## src/rtl/neuro_mem_arbiter_pkg.sv

```systemverilog
// rtl/neuro_mem_arbiter_pkg.sv - shared types and constants for the neuron memory arbiter
package neuro_pkg;

   localparam int ADDR_W_DEF = 8;
   localparam int DATA_W_DEF = 8;
   localparam int RUN_CNT_W  = 16;

   localparam logic [7:0] END_OF_PROGRAM = 8'hFF;

   typedef enum logic [1:0] {
      ST_IDLE  = 2'b00,
      ST_RUN   = 2'b01,
      ST_DRAIN = 2'b10,
      ST_DONE  = 2'b11
   } arb_state_t;

   function automatic logic [RUN_CNT_W-1:0] sat_inc(input logic [RUN_CNT_W-1:0] v);
      return (v == {RUN_CNT_W{1'b1}}) ? v : v + RUN_CNT_W'(1);
   endfunction

endpackage

```

## src/rtl/neuro_mem_arbiter_if.sv

```systemverilog
// rtl/neuro_mem_arbiter_if.sv - host request/ack bus into the neuron memory arbiter
interface neuro_mem_arbiter_if
   import neuro_pkg::*;
#(
   parameter int ADDR_W = ADDR_W_DEF,
   parameter int DATA_W = DATA_W_DEF
);

   logic              host_req;
   logic              host_we;
   logic [ADDR_W-1:0] host_addr;
   logic [DATA_W-1:0] host_wdata;
   logic              host_ack;
   logic [DATA_W-1:0] host_rdata;
   logic              host_busy;

   modport master (
      output host_req, host_we, host_addr, host_wdata,
      input  host_ack, host_rdata, host_busy
   );

   modport slave (
      input  host_req, host_we, host_addr, host_wdata,
      output host_ack, host_rdata, host_busy
   );

endinterface

```

## src/rtl/neuro_arb_drain_cnt.sv

```systemverilog
// rtl/neuro_arb_drain_cnt.sv - loadable down-counter timing DRAIN and the RUN watchdog
module neuro_arb_drain_cnt #(
   parameter int W = 4
) (
   input  logic         clk,
   input  logic         reset,
   input  logic         load,
   input  logic [W-1:0] load_val,
   input  logic         dec,
   output logic         zero
);

   logic [W-1:0] count;

   always_ff @(posedge clk) begin
      if (reset) begin
         count <= '0;
      end else if (load) begin
         count <= load_val;
      end else if (dec && (count != '0)) begin
         count <= count - W'(1);
      end
   end

   assign zero = (count == '0);

endmodule

```

## src/rtl/neuro_mem_arbiter.sv

```systemverilog
// rtl/neuro_mem_arbiter.sv - host/accelerator ownership arbiter for the neuron RAM
// Optional RUN watchdog enabled by defining NEURO_ARB_WATCHDOG_EN.
module neuro_mem_arbiter
   import neuro_pkg::*;
#(
   parameter int ADDR_W       = ADDR_W_DEF,
   parameter int DATA_W       = DATA_W_DEF,
   parameter int DRAIN_CYCLES = 2,
   parameter int WDOG_CYCLES  = 4096
) (
   input  logic                 clk,
   input  logic                 reset,
   input  logic                 start,
   neuro_mem_arbiter_if.slave   host,
   input  logic [ADDR_W-1:0]    acc_rd_addr,
   input  logic [ADDR_W-1:0]    acc_wr_addr,
   input  logic [DATA_W-1:0]    acc_wr_data,
   input  logic                 acc_we,
   input  logic                 acc_finished,
   input  logic [ADDR_W-1:0]    acc_result_base,
   input  logic [7:0]           acc_result_count,
   output logic                 acc_reset,
   output logic [ADDR_W-1:0]    mem_rd_addr,
   output logic [ADDR_W-1:0]    mem_wr_addr,
   output logic [DATA_W-1:0]    mem_wr_data,
   output logic                 mem_we,
   input  logic [DATA_W-1:0]    mem_rd_data,
   output logic                 done,
   output logic                 error,
   output logic [ADDR_W-1:0]    result_base,
   output logic [7:0]           result_count,
   output logic [RUN_CNT_W-1:0] run_cycles
);

   // One counter serves both DRAIN and the watchdog, so size it for the larger load.
   localparam int CNT_MAX = (WDOG_CYCLES > DRAIN_CYCLES) ? WDOG_CYCLES : DRAIN_CYCLES;
   localparam int CNT_W   = $clog2(CNT_MAX + 1);
   localparam logic [CNT_W-1:0] DRAIN_LOAD = CNT_W'(DRAIN_CYCLES - 1);

   arb_state_t        state, state_n;
   logic              host_owns;
   logic              host_accept;
   logic              cnt_load;
   logic [CNT_W-1:0]  cnt_load_val;
   logic              cnt_dec;
   logic              cnt_zero;
   logic              finish_take;
   logic              enter_done;
   logic              ack_q;
   logic [DATA_W-1:0] rdata_q;

`ifdef NEURO_ARB_WATCHDOG_EN
   localparam logic [CNT_W-1:0] WDOG_LOAD = CNT_W'(WDOG_CYCLES - 1);
   logic wdog_trip;
   logic error_q;
`endif

   assign host_owns   = (state == ST_IDLE) || (state == ST_DONE);
   assign host_accept = host_owns & host.host_req & ~start & ~reset;

   always_ff @(posedge clk) begin
      if (reset) begin
         state <= ST_IDLE;
      end else begin
         state <= state_n;
      end
   end

   always_comb begin
      state_n      = state;
      cnt_load     = 1'b0;
      cnt_load_val = DRAIN_LOAD;
      cnt_dec      = 1'b0;
      finish_take  = 1'b0;
      enter_done   = 1'b0;
`ifdef NEURO_ARB_WATCHDOG_EN
      wdog_trip    = 1'b0;
`endif
      case (state)
         ST_IDLE, ST_DONE: begin
            if (start) begin
               state_n = ST_RUN;
`ifdef NEURO_ARB_WATCHDOG_EN
               cnt_load     = 1'b1;
               cnt_load_val = WDOG_LOAD;
`endif
            end
         end
         ST_RUN: begin
            if (acc_finished) begin
               state_n      = ST_DRAIN;
               finish_take  = 1'b1;
               cnt_load     = 1'b1;
               cnt_load_val = DRAIN_LOAD;
            end
`ifdef NEURO_ARB_WATCHDOG_EN
            else begin
               cnt_dec = 1'b1;
               if (cnt_zero) begin
                  state_n    = ST_DONE;
                  enter_done = 1'b1;
                  wdog_trip  = 1'b1;
               end
            end
`endif
         end
         ST_DRAIN: begin
            if (cnt_zero) begin
               state_n    = ST_DONE;
               enter_done = 1'b1;
            end else begin
               cnt_dec = 1'b1;
            end
         end
         default: state_n = ST_IDLE;
      endcase
   end

   neuro_arb_drain_cnt #(.W(CNT_W)) u_drain_cnt (
      .clk      (clk),
      .reset    (reset),
      .load     (cnt_load),
      .load_val (cnt_load_val),
      .dec      (cnt_dec),
      .zero     (cnt_zero)
   );

   always_ff @(posedge clk) begin
      if (reset) begin
         ack_q        <= 1'b0;
         rdata_q      <= '0;
         done         <= 1'b0;
         result_base  <= '0;
         result_count <= '0;
         run_cycles   <= '0;
      end else begin
         ack_q <= host_accept;
         if (host_accept && !host.host_we) begin
            rdata_q <= mem_rd_data;
         end
         if (host_owns && start) begin
            done       <= 1'b0;
            run_cycles <= '0;
         end else if (!host_owns) begin
            run_cycles <= sat_inc(run_cycles);
         end
         if (finish_take) begin
            result_base  <= acc_result_base;
            result_count <= acc_result_count;
         end
         if (enter_done) begin
            done <= 1'b1;
         end
`ifdef NEURO_ARB_WATCHDOG_EN
         if (wdog_trip) begin
            result_count <= '0;
         end
`endif
      end
   end

`ifdef NEURO_ARB_WATCHDOG_EN
   always_ff @(posedge clk) begin
      if (reset) begin
         error_q <= 1'b0;
      end else if (host_owns && start) begin
         error_q <= 1'b0;
      end else if (wdog_trip) begin
         error_q <= 1'b1;
      end
   end
   assign error = error_q;
`else
   assign error = 1'b0;
`endif

   // Host writes only land when the access is actually granted.
   assign mem_rd_addr = host_owns ? host.host_addr  : acc_rd_addr;
   assign mem_wr_addr = host_owns ? host.host_addr  : acc_wr_addr;
   assign mem_wr_data = host_owns ? host.host_wdata : acc_wr_data;
   assign mem_we      = host_owns ? (host_accept & host.host_we) : acc_we;
   assign acc_reset   = host_owns;

   assign host.host_ack   = ack_q;
   assign host.host_rdata = rdata_q;
   assign host.host_busy  = ~host_owns;

endmodule

```

## src/flat_wrapper.sv

```systemverilog
// flat-port wrapper written by rule: the top's interface ports become plain ports
module neuro_mem_arbiter_flat import neuro_pkg::*;
#(
   parameter int ADDR_W       = ADDR_W_DEF,
   parameter int DATA_W       = DATA_W_DEF,
   parameter int DRAIN_CYCLES = 2,
   parameter int WDOG_CYCLES  = 4096
)
  (clk, reset, start, acc_rd_addr, acc_wr_addr, acc_wr_data, acc_we, acc_finished, acc_result_base, acc_result_count, acc_reset, mem_rd_addr, mem_wr_addr, mem_wr_data, mem_we, mem_rd_data, done, error, result_base, result_count, run_cycles, host_host_req, host_host_we, host_host_addr, host_host_wdata, host_host_ack, host_host_rdata, host_host_busy);
  neuro_mem_arbiter_if #(.ADDR_W(ADDR_W), .DATA_W(DATA_W)) host_i ();
  input  logic clk;
  input  logic reset;
  input  logic start;
  input  logic [ADDR_W-1:0] acc_rd_addr;
  input  logic [ADDR_W-1:0] acc_wr_addr;
  input  logic [DATA_W-1:0] acc_wr_data;
  input  logic acc_we;
  input  logic acc_finished;
  input  logic [ADDR_W-1:0] acc_result_base;
  input  logic [7:0] acc_result_count;
  output logic acc_reset;
  output logic [ADDR_W-1:0] mem_rd_addr;
  output logic [ADDR_W-1:0] mem_wr_addr;
  output logic [DATA_W-1:0] mem_wr_data;
  output logic mem_we;
  input  logic [DATA_W-1:0] mem_rd_data;
  output logic done;
  output logic error;
  output logic [ADDR_W-1:0] result_base;
  output logic [7:0] result_count;
  output logic [RUN_CNT_W-1:0] run_cycles;
  input wire logic [$bits(host_i.host_req)-1:0] host_host_req;
  input wire logic [$bits(host_i.host_we)-1:0] host_host_we;
  input wire logic [$bits(host_i.host_addr)-1:0] host_host_addr;
  input wire logic [$bits(host_i.host_wdata)-1:0] host_host_wdata;
  output wire logic [$bits(host_i.host_ack)-1:0] host_host_ack;
  output wire logic [$bits(host_i.host_rdata)-1:0] host_host_rdata;
  output wire logic [$bits(host_i.host_busy)-1:0] host_host_busy;
  assign host_i.host_req = host_host_req;
  assign host_i.host_we = host_host_we;
  assign host_i.host_addr = host_host_addr;
  assign host_i.host_wdata = host_host_wdata;
  assign host_host_ack = host_i.host_ack;
  assign host_host_rdata = host_i.host_rdata;
  assign host_host_busy = host_i.host_busy;
  neuro_mem_arbiter #(.ADDR_W(ADDR_W), .DATA_W(DATA_W), .DRAIN_CYCLES(DRAIN_CYCLES), .WDOG_CYCLES(WDOG_CYCLES)) u_core (.clk(clk), .reset(reset), .start(start), .host(host_i), .acc_rd_addr(acc_rd_addr), .acc_wr_addr(acc_wr_addr), .acc_wr_data(acc_wr_data), .acc_we(acc_we), .acc_finished(acc_finished), .acc_result_base(acc_result_base), .acc_result_count(acc_result_count), .acc_reset(acc_reset), .mem_rd_addr(mem_rd_addr), .mem_wr_addr(mem_wr_addr), .mem_wr_data(mem_wr_data), .mem_we(mem_we), .mem_rd_data(mem_rd_data), .done(done), .error(error), .result_base(result_base), .result_count(result_count), .run_cycles(run_cycles));
endmodule
```

## config.mk

```make
export PLATFORM = sky130hd
export DESIGN_NAME = neuro_mem_arbiter_flat
export DESIGN_NICKNAME = d
export VERILOG_FILES = /design/src/rtl/neuro_mem_arbiter_pkg.sv /design/src/rtl/neuro_mem_arbiter_if.sv /design/src/rtl/neuro_arb_drain_cnt.sv /design/src/rtl/neuro_mem_arbiter.sv /design/src/flat_wrapper.sv
export SDC_FILE = /design/constraint.sdc
export NUM_CORES = 1
export LEC_CHECK = 0
export ABC_AREA = 0
export CAP_MARGIN = 5
export CORE_MARGIN = 2
export CORE_UTILIZATION = 40
export CTS_CLUSTER_SIZE = 40
export DETAILED_ROUTE_END_ITERATION = 12
export GPL_ROUTABILITY_DRIVEN = 0
export HOLD_SLACK_MARGIN = 0.1
export MAX_ROUTING_LAYER = met4
export PLACE_DENSITY = 0.81
export SYNTH_ARGS = -nofsm -noshare
export SYNTH_HDL_FRONTEND = slang
export SYNTH_SLANG_ARGS = --single-unit
```

## constraint.sdc

```tcl
create_clock -name clk -period 2.87 [get_ports clk]
set_input_delay 0.574 -clock clk [delete_from_list [all_inputs] [get_ports clk]]
set_output_delay 0.574 -clock clk [all_outputs]
set_load 0.005 [all_outputs]
```

==> impl_metrics.toml, run 1 <==
[floorplan]
die_w_um = 86.58
die_h_um = 86.58
coreArea_um2 = 6681
std_cell_rows = 30
dieArea_um2 = 7495
num_io_pins = 141
initial_core_util_pct = 40.82

[route]
wire_per_inst_um = 14.18
postRouteAntennaNets = 0
viasPerCell = 5.135
drc = 0
vias = 2922
drt_iter0_drc = 135
drt-pass1-iter-count = 4
routed_wl_mm = 8.071

[global_routing]
globalRoute.totalOverflow = 0
grt_max_degree = 40
grt_pass1_vias = 2800
grt_pass1_wl_mm = 12.63
grt_use_total_pct = 22.35
antenna_found_initial = 0

[worst_setup_path]
crit_fanout = 7
endpoint_kind = "primary output"
rr_endpoint = "u_core.run_cycles[13]"
max_stage_delay_ns = 0.50
worstRegToRegCells = 8
rrSetupSlack_ns = 0.72
worstPathCellList = "inv_1 -> ha_1 -> inv_2 -> nor4b_2 -> buf_4 -> a22o_1 -> clkdlybuf4s50_1"
start_kind = "flop"
required_ns = 2.30
r2r_start = "u_core.state[0]"
worstPathArrival_ns = 2.19
critPathSlowestCell = "clkdlybuf4s50_1"
critical_path_class = "flop to primary output"

[sta]
final_max_slew_viol_count = 0
fmax_mhz = 361.6
hold_viol = 0
rsz0062_at_grt = "false"
skew_ns = 0.004624
max_slew_margin_pct = 62.50
finalCritPeriodShare_pct = 96.35
tightest_slew_ns = 0.5625
setup_viol = 0
final.min_clock_period_ns = 2.765
setup_tns_ns = 0

[min_path]
min_path_cells = 2
hold_start = "u_core.result_base[2]"
holdPathEnd = "u_core.result_base[2]"
hold_path.class = "flop to flop"

[synthesis]
synth_top_cell_by_area = "dfxtp_1"
syn_nets = 419
ys_top_cells_by_count = "nand2_1, dfxtp_1, o21ai_0, nor2_1"
ys.flop_type = "dfxtp_1"
post-synth-top-count-cell = "nand2_1"
syn_inst = 344
yosysSeqAreaShare_pct = 41.83
syn-cell-area_um2 = 2728
ys_seq_elements = 57
synth_top_area_share_pct = 41.83
ys_top_cells_by_area = "dfxtp_1, nand2_1, o21ai_0, a21oi_1, nor2_1"
synth-async-reset-ratio_pct = 0
synth_edf_count = 0
ys_types = 46
syn_area_per_cell_um2 = 7.929
yosysWarnings = 0

[clock_tree]
numCtsBuffers = 9
clkTransAtPathRegs_ns = 0.06
htreeDepth = 3
post_cts_buffers = 0
cts-root-buf = "clkbuf_8"
clock_sinks = 57
insertion_delay_ns = 0.33
clockBufferDepth = 2
cts_tree = "built"
postCtsHoldBufs = 0

[status]
status = "complete, no violations"

[pwr]
p_leak_nw = 1.618
ir_drop_mv = 0.4474
cellPowerDensity_nw_per_um2 = 782.1

[finish]
syn_to_final_growth_pct = 62.20
design_area_um2 = 4424
diodes = 0
layout.nets = 560
drive_above_1_share_pct = 7.771

[place]
dpl_cell_area_um2 = 4199
place.port_buffers = 139
hpwlAfterDp_mm = 6.196

[flow_run]
maxCapViolCount = 0
## worst max-delay path, delay by kind of cell, from the launching register on
kind	cells	cell delay (ns)
buffers and inverters	4	0.81
DFF	1	0.34
adders and majority gates	1	0.32
and+or+nand+nor	1	0.27
AOI/OAI and AO/OA	1	0.11
## cell type report
class                   count  area [um^2]
multi-input cells         247         1438
fillers                   551         2257
clock buffers              13        178.9
flip-flops and latches     57         1142
inverters                  26        97.59
clock inverters             2        35.03
repair buffers            144         1433
well taps                  80        100.1
## worst max-delay path by stage
stage	startpoint	end	slack [ns]	cells after the start
floorplan	u_core.state[0]	mem_wr_data[1]	0.60	5
global placement	start	mem_we	0.21	5
detailed placement	start	mem_we	0.23	5
CTS	u_core.state[0]	mem_wr_data[3]	0.007	5
global route	u_core.state[0]	mem_we	0.02	7
finish	u_core.state[0]	mem_we	0.10	7
## registers in the layout (all words and copies together) (netlist names)
signal and count:
u_core.host.host_ack 1, u_core.done 1, u_core.result_count 8, u_core.state 2, u_core.u_drain_cnt.count 13, u_core.result_base 8
u_core.host.host_rdata 8, u_core.run_cycles 16
## logic make-up (layout without fill, tap and decap cells)
logic type | after synthesis | count (layout) | synth area share (%)
simple gates | 139 | 139 | 25.23
compound gates | 77 | 77 | 16.19
flops | 57 | 57 | 41.83
buf+inv | 40 | 185 | 5.688
xor+xnor | 18 | 18 | 5.780
mux | 8 | 8 | 3.303
fa+ha+maj | 4 | 4 | 1.835
other cells | 1 | 1 | 0.1375
## placed cells by master, fill, tap and decap left out, types with 2 or more instances in the layout
| master | n |
|---|---|
| clkdlybuf4s50_1 | 139 |
| nand2_1 | 58 |
| dfxtp_1 | 56 |
| o21ai_0 | 35 |
| nor2_1 | 26 |
| inv_1 | 25 |
| a21oi_1 | 25 |
| clkbuf_8 | 13 |
| xnor2_1 | 10 |
| nand2b_1 | 9 |
| nand3_1 | 9 |
| mux2_2 | 8 |
| xor2_1 | 8 |
| nand4_1 | 7 |
| nor3_1 | 6 |
| ha_1 | 4 |
| buf_4 | 4 |
| or4_1 | 3 |
| nor4_1 | 3 |
| a211oi_1 | 3 |
| o211ai_1 | 3 |
| a22o_1 | 2 |
| a21o_1 | 2 |
| and4_1 | 2 |
| nand3_2 | 2 |
| and3_1 | 2 |
| a31oi_1 | 2 |
| or3_1 | 2 |
## where the power goes
group          internal (mW)  total, mW  switching (mW)  leakage (nW)
registers              0.898      0.983          0.0852         0.462
logic                  0.911       1.68           0.770          1.04
clock network          0.489      0.796           0.306         0.112
## what timing repair did
item | 4_1_cts | 5_1_grt
hold endpoints to repair | 0 | 0
setup endpoints to repair | 0 | 24
resized for setup | 0 | 3
## per-stage QoR
stage          hold slack (ns)  setup slack [ns]  util [%]  total power [mW]  std cells
6_report                0.4520            0.1049     66.22             3.460        569
4_1_cts                 0.4540          0.006533     66.05             3.465        569
3_5_place_dp            0.4476            0.2305     62.85             2.660        554
3_3_place_gp            0.4420            0.2073     62.85             2.618        554
2_1_floorplan           0.4516            0.5992         -             1.798        344
5_1_grt                 0.4790           0.02267     66.22             3.676        569
## per-layer routing
layer	track usage (%)	up-vias	part of all wire, %
met3	5.714	27	5.6
met5	-	-	0
li1	-	1452	-
met4	11.65	0	3.5
met1	23.68	1332	38
met2	38.25	111	53
No activity file was read; power rests on OpenSTA's default activity.
==> run 2: changes to the inputs <==
MAX_ROUTING_LAYER = default   (was met4)
clock period = 2.9 ns   (was 2.87 ns; I/O delays follow)
==> run 2 against run 1 <==
Critical path depth did not move. Largest cell class unchanged. Critical path type unchanged. Register-to-register slack improved by 0.03 ns. Clock power rose by 4.4%.
==> impl_metrics.toml, run 2 (synthesis results as in run 1) <==
[route]
vias = 2853
drc = 0
drt_iter0_drc = 106
routed_wl_mm = 7.967
drt-pass1-iter-count = 4
postRouteAntennaNets = 0
wire_per_inst_um = 13.98
viasPerCell = 5.005

[global_routing]
grt_max_degree = 40
grt_pass1_vias = 2766
globalRoute.totalOverflow = 0
grt_use_total_pct = 21.95
grt_pass1_wl_mm = 12.87
antenna_found_initial = 0

[worst_setup_path]
worstRegToRegCells = 8
crit_buf_inv = 4
critPathCapture = "mem_we"
rrSetupSlack_ns = 0.75
rr_endpoint = "u_core.run_cycles[13]"
worstPathArrival_ns = 2.16
critical_path_class = "flop to primary output"
crit_start = "u_core.state[0]"
cp.depth = 7
start_kind = "flop"
crit_fanout = 7
max_stage_delay_ns = 0.49
critPathSlowestCell = "clkdlybuf4s50_1"
worstPathCellList = "inv_1 -> ha_1 -> inv_2 -> nor4b_2 -> buf_4 -> a22o_1 -> clkdlybuf4s50_1"
required_ns = 2.32
endpoint_kind = "primary output"
cp_top_family = "buffers and inverters"
r2r_start = "u_core.state[0]"

[clock_tree]
post_cts_buffers = 0
insertion_delay_ns = 0.33
clockBufferDepth = 2
cts-root-buf = "clkbuf_8"
postCtsHoldBufs = 0
clock_sinks = 57
htreeDepth = 3
clkTransAtPathRegs_ns = 0.06
cts_tree = "built"
ctsResizeCount = 0
numCtsBuffers = 9

[flow_run]
maxCapViolCount = 0

[sta]
hold_viol = 0
fin_hold_ws_ns = 0.4536
max_slew_margin_pct = 63.21
setup_viol = 0
tightest_slew_ns = 0.5518
setup_tns_ns = 0
finalCritPeriodShare_pct = 94.64
fmax_mhz = 364.4
setup_slack_ns = 0.1554
final_max_slew_viol_count = 0
final.min_clock_period_ns = 2.745
rsz0062_at_grt = "false"
skew_ns = 0.005535

[pwr]
p_leak_nw = 1.621
p_total_mw = 3.462
ir_drop_mv = 0.4389
cellPowerDensity_nw_per_um2 = 779.8

[min_path]
min_path_cells = 2
hold_path.class = "flop to flop"

[floorplan]
die_w_um = 86.58
die_h_um = 86.58
dieArea_um2 = 7495
initial_core_util_pct = 40.82
num_io_pins = 141
std_cell_rows = 30
coreArea_um2 = 6681

[finish]
reg_top3 = "u_core.run_cycles x16, u_core.u_drain_cnt.count x13"
layout_commonest_cell = "clkdlybuf4s50_1"
syn_to_final_growth_pct = 62.75
largest_reg_flops = 16
drive_above_1_share_pct = 7.959
regMostFlops = "u_core.run_cycles"
final_cell_mix = "clkdlybuf4s50_1, nand2_1, dfxtp_1"
layout.nets = 560
final_util_pct = 66.44
diodes = 0

[place]
pre_cts_ws_ns = 0.2425
place.port_buffers = 139
hpwlAfterDp_mm = 6.243

[status]
status = "complete, no violations"
run 2: cell types whose count changed in the layout (fill, tap and decap cells not counted), sizes merged:
cell	change
clkbuf	-2
bufinv	+1
clkinv	+1
clkinvlp	+1
run 2: where the power goes:
part	leakage, nW	switching (mW)	total (mW)	internal, mW
Sequential	0.462	0.0838	0.973	0.889
Clock	0.115	0.304	0.831	0.527
Combinational	1.04	0.757	1.66	0.901
run 2: worst min path at each step:
| stage | start | endpoint | slack [ns] |
|---|---|---|---|
| after detailed placement | u_core.result_count[6] | u_core.result_count[6] | 0.45 |
| final | u_core.result_base[1] | u_core.result_base[1] | 0.45 |
| after CTS | u_core.result_count[6] | u_core.result_count[6] | 0.46 |
| after floorplan | u_core.u_drain_cnt.count[12] | u_core.u_drain_cnt.count[12] | 0.45 |
| after global routing | u_core.result_count[0] | u_core.result_count[0] | 0.48 |
| after global placement | u_core.result_base[5] | u_core.result_base[5] | 0.44 |
run 2: worst register-to-register path, delay by kind of cell (launching register included):
| family | cells | cell delay (ns) |
|---|---|---|
| xor+xnor | 1 | 0.15 |
| fa+ha+maj | 1 | 0.32 |
| buf+inv | 2 | 0.26 |
| flops | 1 | 0.35 |
| simple gates | 4 | 0.95 |
run 2: layout make-up:
cell class                      count  area [um^2]
Fill cell                         551         2242
Multi-Input combinational cell    247         1438
Timing Repair Buffer              144         1433
Sequential cell                    57         1142
Clock buffer                       11        151.4
Tap cell                           80        100.1
Inverter                           26        97.59
Clock inverter                      5        77.57
run 2: routing by layer:
metal  GRT usage (%)  share of wire, %  wire [um]  vias to the layer above
li1                -                 -          -                     1456
met5               0                 0          0                        -
met1           23.67                37       2969                     1301
met3           7.619               6.4        509                        6
met4           6.108               1.3        103                        0
met2           40.42                55       4384                       90
run 2: through the flow:
step	std cells	area, um^2
after floorplan	344	2728
after global placement	554	4199
after detailed placement	554	4199
after CTS	570	4428
after global routing	570	4439
final	570	4439
==> run 3: changes to the inputs <==
CORE_UTILIZATION = 43   (was 40)
PLACE_DENSITY = 0.86   (was 0.81)
SLEW_MARGIN = 20   (was default)
TNS_END_PERCENT = 10   (was default)
clock period = 3.37 ns   (was 2.9 ns; I/O delays follow)
==> run 3 against run 2 <==
Critical path depth down 1. Sequential share of layout area up 0.15 points. Hold slack worse by 0.00058 ns. Final cell count down 0.70%. Worst setup slack better by 0.23 ns. Count of clock-buffer cells in the layout up 1. First-iteration DRC count up 8.5%. Clock power down 15%. Critical path type unchanged. Critical endpoint unchanged. Largest power group unchanged. Highest routed layer unchanged.
==> impl_metrics.toml, run 3 (synthesis results as in run 1) <==
[global_routing]
antenna_found_initial = 0
grt-busiest-layer = "met2"
grt_pass1_vias = 2719
grt.met3_usage_pct = 8.506
grt_pass1_wl_mm = 12.63
globalRoute.totalOverflow = 0
grt_use_met2_pct = 37.82
grt_use_total_pct = 21.98
met1_usage_pct = 25.12
grt_max_degree = 40

[floorplan]
num_io_pins = 141
coreArea_um2 = 6241
die_h_um = 83.65
dieArea_um2 = 6996
initial_core_util_pct = 43.70
std_cell_rows = 29
die_w_um = 83.65

[pwr]
p_leak_nw = 1.605
cellPowerDensity_nw_per_um2 = 674.0
ir_drop_mv = 0.5159

[flow_run]
maxCapViolCount = 0

[sta]
max_slew_margin_pct = 63.01
final_max_slew_viol_count = 0
tightest_slew_ns = 0.5408
finalCritPeriodShare_pct = 88.56
hold_viol = 0
fmax_mhz = 335.1
rsz0062_at_grt = "false"
setup_viol = 0
final.min_clock_period_ns = 2.984
skew_ns = 0.008759
setup_tns_ns = 0

[worst_setup_path]
crit_fanout = 7
critical_path_class = "flop to primary output"
critPathCapture = "mem_we"
endpoint_kind = "primary output"
required_ns = 2.70
r2r_start = "u_core.state[0]"
worstPathArrival_ns = 2.31
worstRegToRegCells = 8
start_kind = "flop"
crit_start = "u_core.state[0]"
rrSetupSlack_ns = 1.10
rr_endpoint = "u_core.run_cycles[13]"

[clock_tree]
cts-root-buf = "clkbuf_8"
cts_tree = "built"
ctsResizeCount = 0
postCtsHoldBufs = 0
numCtsBuffers = 9
post_cts_buffers = 0
insertion_delay_ns = 0.33
clkTransAtPathRegs_ns = 0.07
clockBufferDepth = 2
htreeDepth = 3
clock_sinks = 57

[route]
vias = 2949
viasPerCell = 5.210
drc = 0
drt-pass1-iter-count = 4
postRouteAntennaNets = 0
drt_iter0_drc = 115
wire_per_inst_um = 13.77
routed_wl_mm = 7.796

[finish]
syn_to_final_growth_pct = 61.65
final_cell_mix = "clkdlybuf4s50_1, nand2_1, dfxtp_1"
regMostFlops = "u_core.run_cycles"
final_util_pct = 70.65
nFillCells = 481
diodes = 0
layout_commonest_cell = "clkdlybuf4s50_1"
drive_above_1_share_pct = 6.953
reg_top3 = "u_core.run_cycles x16, u_core.u_drain_cnt.count x13"
largest_reg_flops = 16
layout.nets = 559

[status]
status = "complete, no violations"

[place]
place.port_buffers = 139
hpwlAfterDp_mm = 5.764

[min_path]
min_path_cells = 2
hold_path.class = "flop to flop"
run 3: cell count changes in the layout (fill, tap and decap cells not counted):
cell	previous run	this run
clkinv_4	0	1
clkbuf_1	0	2
dfxtp_1	56	57
dfxtp_2	1	0
clkbuf_8	11	10
buf_6	1	0
nor4b_1	0	1
clkinv_2	2	0
nor4b_2	1	0
run 3: through the flow:
stage               cells  power [mW]  area [um^2]  hold WS (ns)  worst slack [ns]
finish                566       2.972         4409        0.4530            0.3857
detailed placement    550       2.261         4188        0.4469            0.3953
CTS                   566       2.993         4409        0.4544            0.3738
global placement      550       2.222         4188        0.4419            0.4282
global route          566       3.159         4409        0.4765            0.1547
floorplan             344       1.531         2728        0.4516            0.9992
run 3: routing by layer:
metal	vias to the layer above	part of all wire, %
li1	1451	-
met1	1361	40
met2	117	50
met3	20	7.9
met4	0	2.7
met5	-	0
run 3: worst max-delay path, stage by stage (launching register included):
cell	delay [ns]
dfxtp_1	0.36
inv_1	0.06
ha_1	0.31
inv_2	0.10
nor4b_1	0.45
a22o_1	0.20
clkdlybuf4s50_1	0.50
run 3: worst min path at each step:
stage                                             from                      endpoint  slack [ns]
after floorplan           u_core.u_drain_cnt.count[12]  u_core.u_drain_cnt.count[12]        0.45
after global placement           u_core.result_base[5]         u_core.result_base[5]        0.44
after detailed placement        u_core.result_count[7]        u_core.result_count[7]        0.45
after CTS                       u_core.result_count[6]        u_core.result_count[6]        0.45
after global routing            u_core.result_count[4]        u_core.result_count[4]        0.48
final                           u_core.result_count[4]        u_core.result_count[4]        0.45
run 3: report_power, final:
group | switching, mW | total [mW] | internal, mW | leakage (nW)
Clock | 0.271 | 0.709 | 0.438 | 0.107
Combinational | 0.659 | 1.43 | 0.767 | 1.04
Sequential | 0.0729 | 0.836 | 0.763 | 0.462
Total | 1.00 | 2.97 | 1.97 | 1.60
run 3: layout make-up:
type,instances,area (um^2),share of cell area [%]
clock buffers,12,145.1,3.292
clock inverters,4,76.32,1.731
inverters,26,97.59,2.213
multi-input cells,247,1431,32.46
flip-flops and latches,57,1141,25.88
well taps,77,96.34,2.185
repair buffers,143,1421,32.24
